--- src/rtl/craps_engine.sv ---
// Craps game engine: free-running dice, synchronized roll capture, one-cycle-later
// evaluation of come-out/point rules, and saturating win/loss tallies.
//
//   state    | meaning
//   COME_OUT | no point established, next roll is a come-out roll
//   POINT_ST | point established, rolling for point or seven-out
//   WON      | last game won; next roll starts a new come-out
//   LOST     | last game lost; next roll starts a new come-out
module craps_engine #(
    parameter  int SIDES = 6,
    parameter  int CNT_W = 8,
    localparam int DW    = $clog2(SIDES + 1),
    localparam int SW    = $clog2(2 * SIDES + 1)
) (
    input  logic             clock,
    input  logic             reset,
    input  logic             roll,
    input  logic             clear,
    output logic [DW-1:0]    die0,
    output logic [DW-1:0]    die1,
    output logic [SW-1:0]    sum,
    output logic [SW-1:0]    point,
    output logic             win,
    output logic             loss,
    output logic [1:0]       state,
    output logic [CNT_W-1:0] win_count,
    output logic [CNT_W-1:0] loss_count
);

    typedef enum logic [1:0] {
        COME_OUT = 2'b00,
        POINT_ST = 2'b01,
        WON      = 2'b10,
        LOST     = 2'b11
    } state_t;

    localparam logic [DW-1:0] DIE_MAX = DW'(SIDES);
    localparam logic [DW-1:0] DIE_ONE = DW'(1);
    localparam logic [SW-1:0] NAT_A   = SW'(SIDES + 1);
    localparam logic [SW-1:0] NAT_B   = SW'(2 * SIDES - 1);
    localparam logic [SW-1:0] CRAPS_2 = SW'(2);
    localparam logic [SW-1:0] CRAPS_3 = SW'(3);
    localparam logic [SW-1:0] CRAPS_H = SW'(2 * SIDES);

    state_t          state_q;
    state_t          nxt_state;
    logic [SW-1:0]   nxt_point;
    logic [DW-1:0]   held0;
    logic [DW-1:0]   held1;
    logic            eval_pending;
    logic            roll_s1;
    logic            roll_s2;
    logic            roll_s3;
    logic            roll_pulse;

    assign state      = state_q;
    assign roll_pulse = roll_s2 & ~roll_s3;
    assign sum        = SW'(held0) + SW'(held1);

    always_ff @(posedge clock or negedge reset) begin
        if (!reset) begin
            roll_s1 <= 1'b0;
            roll_s2 <= 1'b0;
            roll_s3 <= 1'b0;
        end else begin
            roll_s1 <= roll;
            roll_s2 <= roll_s1;
            roll_s3 <= roll_s2;
        end
    end

    // die1 advances only on the cycle die0 wraps, so the pair walks all SIDES^2 combos
    always_ff @(posedge clock or negedge reset) begin
        if (!reset) begin
            die0 <= DIE_ONE;
            die1 <= DIE_ONE;
        end else if (die0 == DIE_MAX) begin
            die0 <= DIE_ONE;
            die1 <= (die1 == DIE_MAX) ? DIE_ONE : die1 + DIE_ONE;
        end else begin
            die0 <= die0 + DIE_ONE;
        end
    end

    always_ff @(posedge clock or negedge reset) begin
        if (!reset) begin
            held0        <= '0;
            held1        <= '0;
            eval_pending <= 1'b0;
        end else if (eval_pending) begin
            eval_pending <= 1'b0;
        end else if (roll_pulse) begin
            held0        <= die0;
            held1        <= die1;
            eval_pending <= 1'b1;
        end
    end

    always_comb begin
        nxt_state = state_q;
        nxt_point = point;
        if (state_q == POINT_ST) begin
            if (sum == point) begin
                nxt_state = WON;
                nxt_point = '0;
            end else if (sum == NAT_A) begin
                nxt_state = LOST;
                nxt_point = '0;
            end
        end else begin
            // COME_OUT, WON and LOST all judge the roll as a fresh come-out
            if (sum == NAT_A || sum == NAT_B) begin
                nxt_state = WON;
                nxt_point = '0;
            end else if (sum == CRAPS_2 || sum == CRAPS_3 || sum == CRAPS_H) begin
                nxt_state = LOST;
                nxt_point = '0;
            end else begin
                nxt_state = POINT_ST;
                nxt_point = sum;
            end
        end
    end

    always_ff @(posedge clock or negedge reset) begin
        if (!reset) begin
            state_q    <= COME_OUT;
            point      <= '0;
            win        <= 1'b0;
            loss       <= 1'b0;
            win_count  <= '0;
            loss_count <= '0;
        end else begin
            if (eval_pending) begin
                state_q <= nxt_state;
                point   <= nxt_point;
                win     <= (nxt_state == WON);
                loss    <= (nxt_state == LOST);
            end
            if (clear) begin
                win_count  <= '0;
                loss_count <= '0;
            end else if (eval_pending) begin
                if (nxt_state == WON && win_count != '1)
                    win_count <= win_count + 1'b1;
                if (nxt_state == LOST && loss_count != '1)
                    loss_count <= loss_count + 1'b1;
            end
        end
    end

endmodule

--- config.mk ---
export PLATFORM = sky130hd
export DESIGN_NAME = craps_engine
export DESIGN_NICKNAME = d
export VERILOG_FILES = /design/src/rtl/craps_engine.sv
export SDC_FILE = /design/constraint.sdc
export NUM_CORES = 1
export LEC_CHECK = 0
export ABC_AREA = 1
export CAP_MARGIN = 20
export CORE_ASPECT_RATIO = 2
export CORE_MARGIN = 2
export CORE_UTILIZATION = 50
export DETAILED_ROUTE_END_ITERATION = 8
export DONT_BUFFER_PORTS = 1
export PLACE_DENSITY = 0.63
export SETUP_SLACK_MARGIN = 0.4
export SYNTH_ARGS = -nofsm -noshare
export SYNTH_HDL_FRONTEND = slang
export SYNTH_SLANG_ARGS = --single-unit
--- constraint.sdc ---
create_clock -name clock -period 4.85 [get_ports clock]
set_clock_uncertainty 0.2 [all_clocks]
set_input_delay 0.485 -clock clock [delete_from_list [all_inputs] [get_ports clock]]
set_output_delay 0.485 -clock clock [all_outputs]
set_load 0.05 [all_outputs]
==> reports/summary.txt <==
M1 WL -> 1590 um
CP max FO -> 8
Met3 WL -> 173 um
Setup crit end kind -> flop
Rows -> 33
GRT overflow -> 0
Die Y -> 96.9 um
Pwr per Cell Area -> 472 mW/mm2
Max-slew headroom -> 51.3%
Antenna Cells -> 0
Setup Crit Path Kind -> reg2reg
CTS root buf -> clkbuf_8
Crit-path max cell delay -> 930 ps
Synth top area share -> 44.1%
DR top layer -> met4
Leak -> 1.22 nW
Sum of buffers and inverters on the critical path -> 0
Period minus WS final -> 3020 ps
Clock Path Buffers -> 2
Final Wtd Congestion -> 0.768
Dpl ws -> 1810 ps
Syn Nets -> 265
RSZ-0062 raised after global routing -> false
Pin count of the biggest net entering global routing -> 41
Initial Util -> 52.3%
Non-Filler Instances -> 315
Sequential fraction of the synthesis area -> 46.5%
CP most frequent cell -> nand2_1
VDD IR max -> 0.000338 V
CP Data Required Time -> 4820 ps
First-pass GRT wire length -> 7560 um
Yosys top cell by area -> dfrtp_1
Fraction of layout cells with a size suffix above 1 -> 10.3%
Port-buffer cells -> 0
Final cycle utilization of the critical path -> 62.3%
Hold Vio Cnt, Final -> 0
Initial antenna violation count -> 0
Clock Sinks -> 40
Final WL -> 4420 um
Slew at the pin closest to its max-slew limit -> 726 ps
H-tree levels -> 2
Wire per inst -> 14.0 um
CTS tree -> done
First drt pass iteration count -> 4
Post-route antenna net violation count -> 0
Final hold slack -> 19.2 ps
Core ar. -> 0.00413 mm2
Final nets -> 272
Total track usage -> 19.9%
Setup bufs post-CTS -> 0
DRC Markers -> 0
Worst hold path class -> in2reg
Worst-skew pair later-pin latency -> 290 ps
Num ports -> 38
Post-CTS Resized -> 0
Outcome -> finished, final reports clean
Synthesis-to-layout area growth -> 9.04%
DIE AREA -> 0.00489 mm2
#FFs+latches synth -> 40
Via Count -> 1678
Clock slew at reported path FFs -> 80 ps
FFs w/ async S/R, synth -> 100%
Syn Inst Count -> 255
Yosys warns -> 0
Max-cap violation count -> 0
Final Instance Area -> 0.00235 mm2
Setup_tns -> 0 ps
Fill cells -> 406
Worst setup SP type -> flop
Crit path setup slack, layout -> 1830 ps
DIE WIDTH -> 50.5 um
Worst path slowest cell -> fa_1
Yosys cell types -> 31
Crit-path cells -> ha_1 > fa_1 > xnor2_1 > nand2_1 > nor2_1 > nand2_2 > a21oi_4 > nand4_2 > nand3_1 > nand2_1
Dpl cells -> 305
Final HPWL DP -> 3360 um
Cell Area, Placed -> 0.00222 mm2
Syn Area/Cell -> 8.46 um2
Vias in the first global route -> 1689
CTS buffer count -> 5
CP arrival -> 3000 ps
Mapped cell area -> 0.00216 mm2
CP top delay family -> adder cells
Drt via density -> 5.33
Endpoints failing setup -> 0
Top FF cell, synth -> dfrtp_1
Initial drt markers -> 25
Synth top area cells -> dfrtp_1, nand2_1, nand3_1, inv_1, nor2_1
Wire length on met2 -> 2570 um
Max Fclk -> 331 MHz
Max-slew violations -> 0
Post-synth EDFFs -> 0
## power by group
group,switching (mW),internal (mW),leakage (nW),total [mW]
Sequential,0.155,0.371,0.520,0.526
Clock,0.112,0.153,0.0552,0.265
Combinational,0.224,0.0961,0.645,0.320
## registers in the layout (all words and copies together) (netlist names), 2 cells and up
| register | flops |
|---|---|
| loss_count | 8 |
| win_count | 8 |
| point | 4 |
| die0 | 3 |
| die1 | 3 |
| held0 | 3 |
| held1 | 3 |
| state | 2 |
## area by class of cell
cell class / count / area [um2] / area share [%]
multi-input cells: 179 / 1020 / 43.3
flip-flops and latches: 40 / 1000 / 42.6
inverters: 34 / 128 / 5.42
clock buffers: 6 / 72.6 / 3.08
well taps: 52 / 65.1 / 2.76
clock inverters: 2 / 35.0 / 1.49
repair buffers: 2 / 30.0 / 1.28
## metrics by stage
| step | total power, mW | util, % |
|---|---|---|
| after floorplan | 0.791 | - |
| after global placement | 0.846 | 53.7 |
| after detailed placement | 0.851 | 53.7 |
| after CTS | 1.13 | 57.0 |
| after global routing | 1.18 | 57.0 |
| final | 1.11 | 57.0 |
## per-layer routing
layer,GRT usage [%],vias to the layer above
met1,19.3,802
met5,0,-
met2,38.2,27
li1,-,842
met3,4.48,7
met4,8.11,0
## worst paths after layout
path | start | endpoint | slack, ps | cells past startpoint
setup / recovery | held1[0] | loss_count[6] | 1830 | 10
hold / removal | roll | roll_s1 | 20 | 0
setup reg to reg | held1[0] | loss_count[6] | 1830 | 10
hold reg to reg | roll_s2 | roll_s3 | 180 | 0
max in group asynchronous | reset | die1[0] | 3740 | 2
min in group asynchronous | reset | roll_s2 | 460 | 2
## cells in the mapped netlist, drive strengths merged (3+ instances only)
master and number:
nand2 67, dfrtp 38, nand4 12, o22ai 4
nand3 29, nor3 3, ha 5, a21oi 3
o21ai 12, xnor2 4, inv 32, nor2 27
xor2 8
## timing repair
action,4_1_cts,5_1_grt
hold buffers,2,0
endpoints found under the setup margin,0,0
endpoints found under the hold margin,40,0
## kinds of logic after synthesis
family,after synthesis,share of synthesized area [%]
flip-flops,40,46.5
AND/OR/NAND/NOR,141,33.0
adder cells (fa/ha/maj),6,3.83
XOR/XNOR,12,4.87
AO/OA/AOI/OAI,20,5.51
buffers and inverters,36,6.26
## cell usage in the layout (no fill, tap or decap), drive strengths merged
| cell type | n |
|---|---|
| dfstp | 2 |
| nand4 | 12 |
| o22ai | 4 |
| nor2 | 27 |
| nand3b | 2 |
| fa | 1 |
| buf | 1 |
| clkbuf | 6 |
| o21a | 1 |
| inv | 32 |
| a21oi | 3 |
| dlygate4sd3 | 1 |
| nand2 | 67 |
| nor3 | 3 |
| xnor2 | 4 |
| bufinv | 1 |
| dfrtp | 38 |
| clkinv | 3 |
| xor2 | 8 |
| o21ai | 12 |
| nor3b | 1 |
| ha | 5 |
| nand3 | 29 |
(Power assumes the default switching activity.)
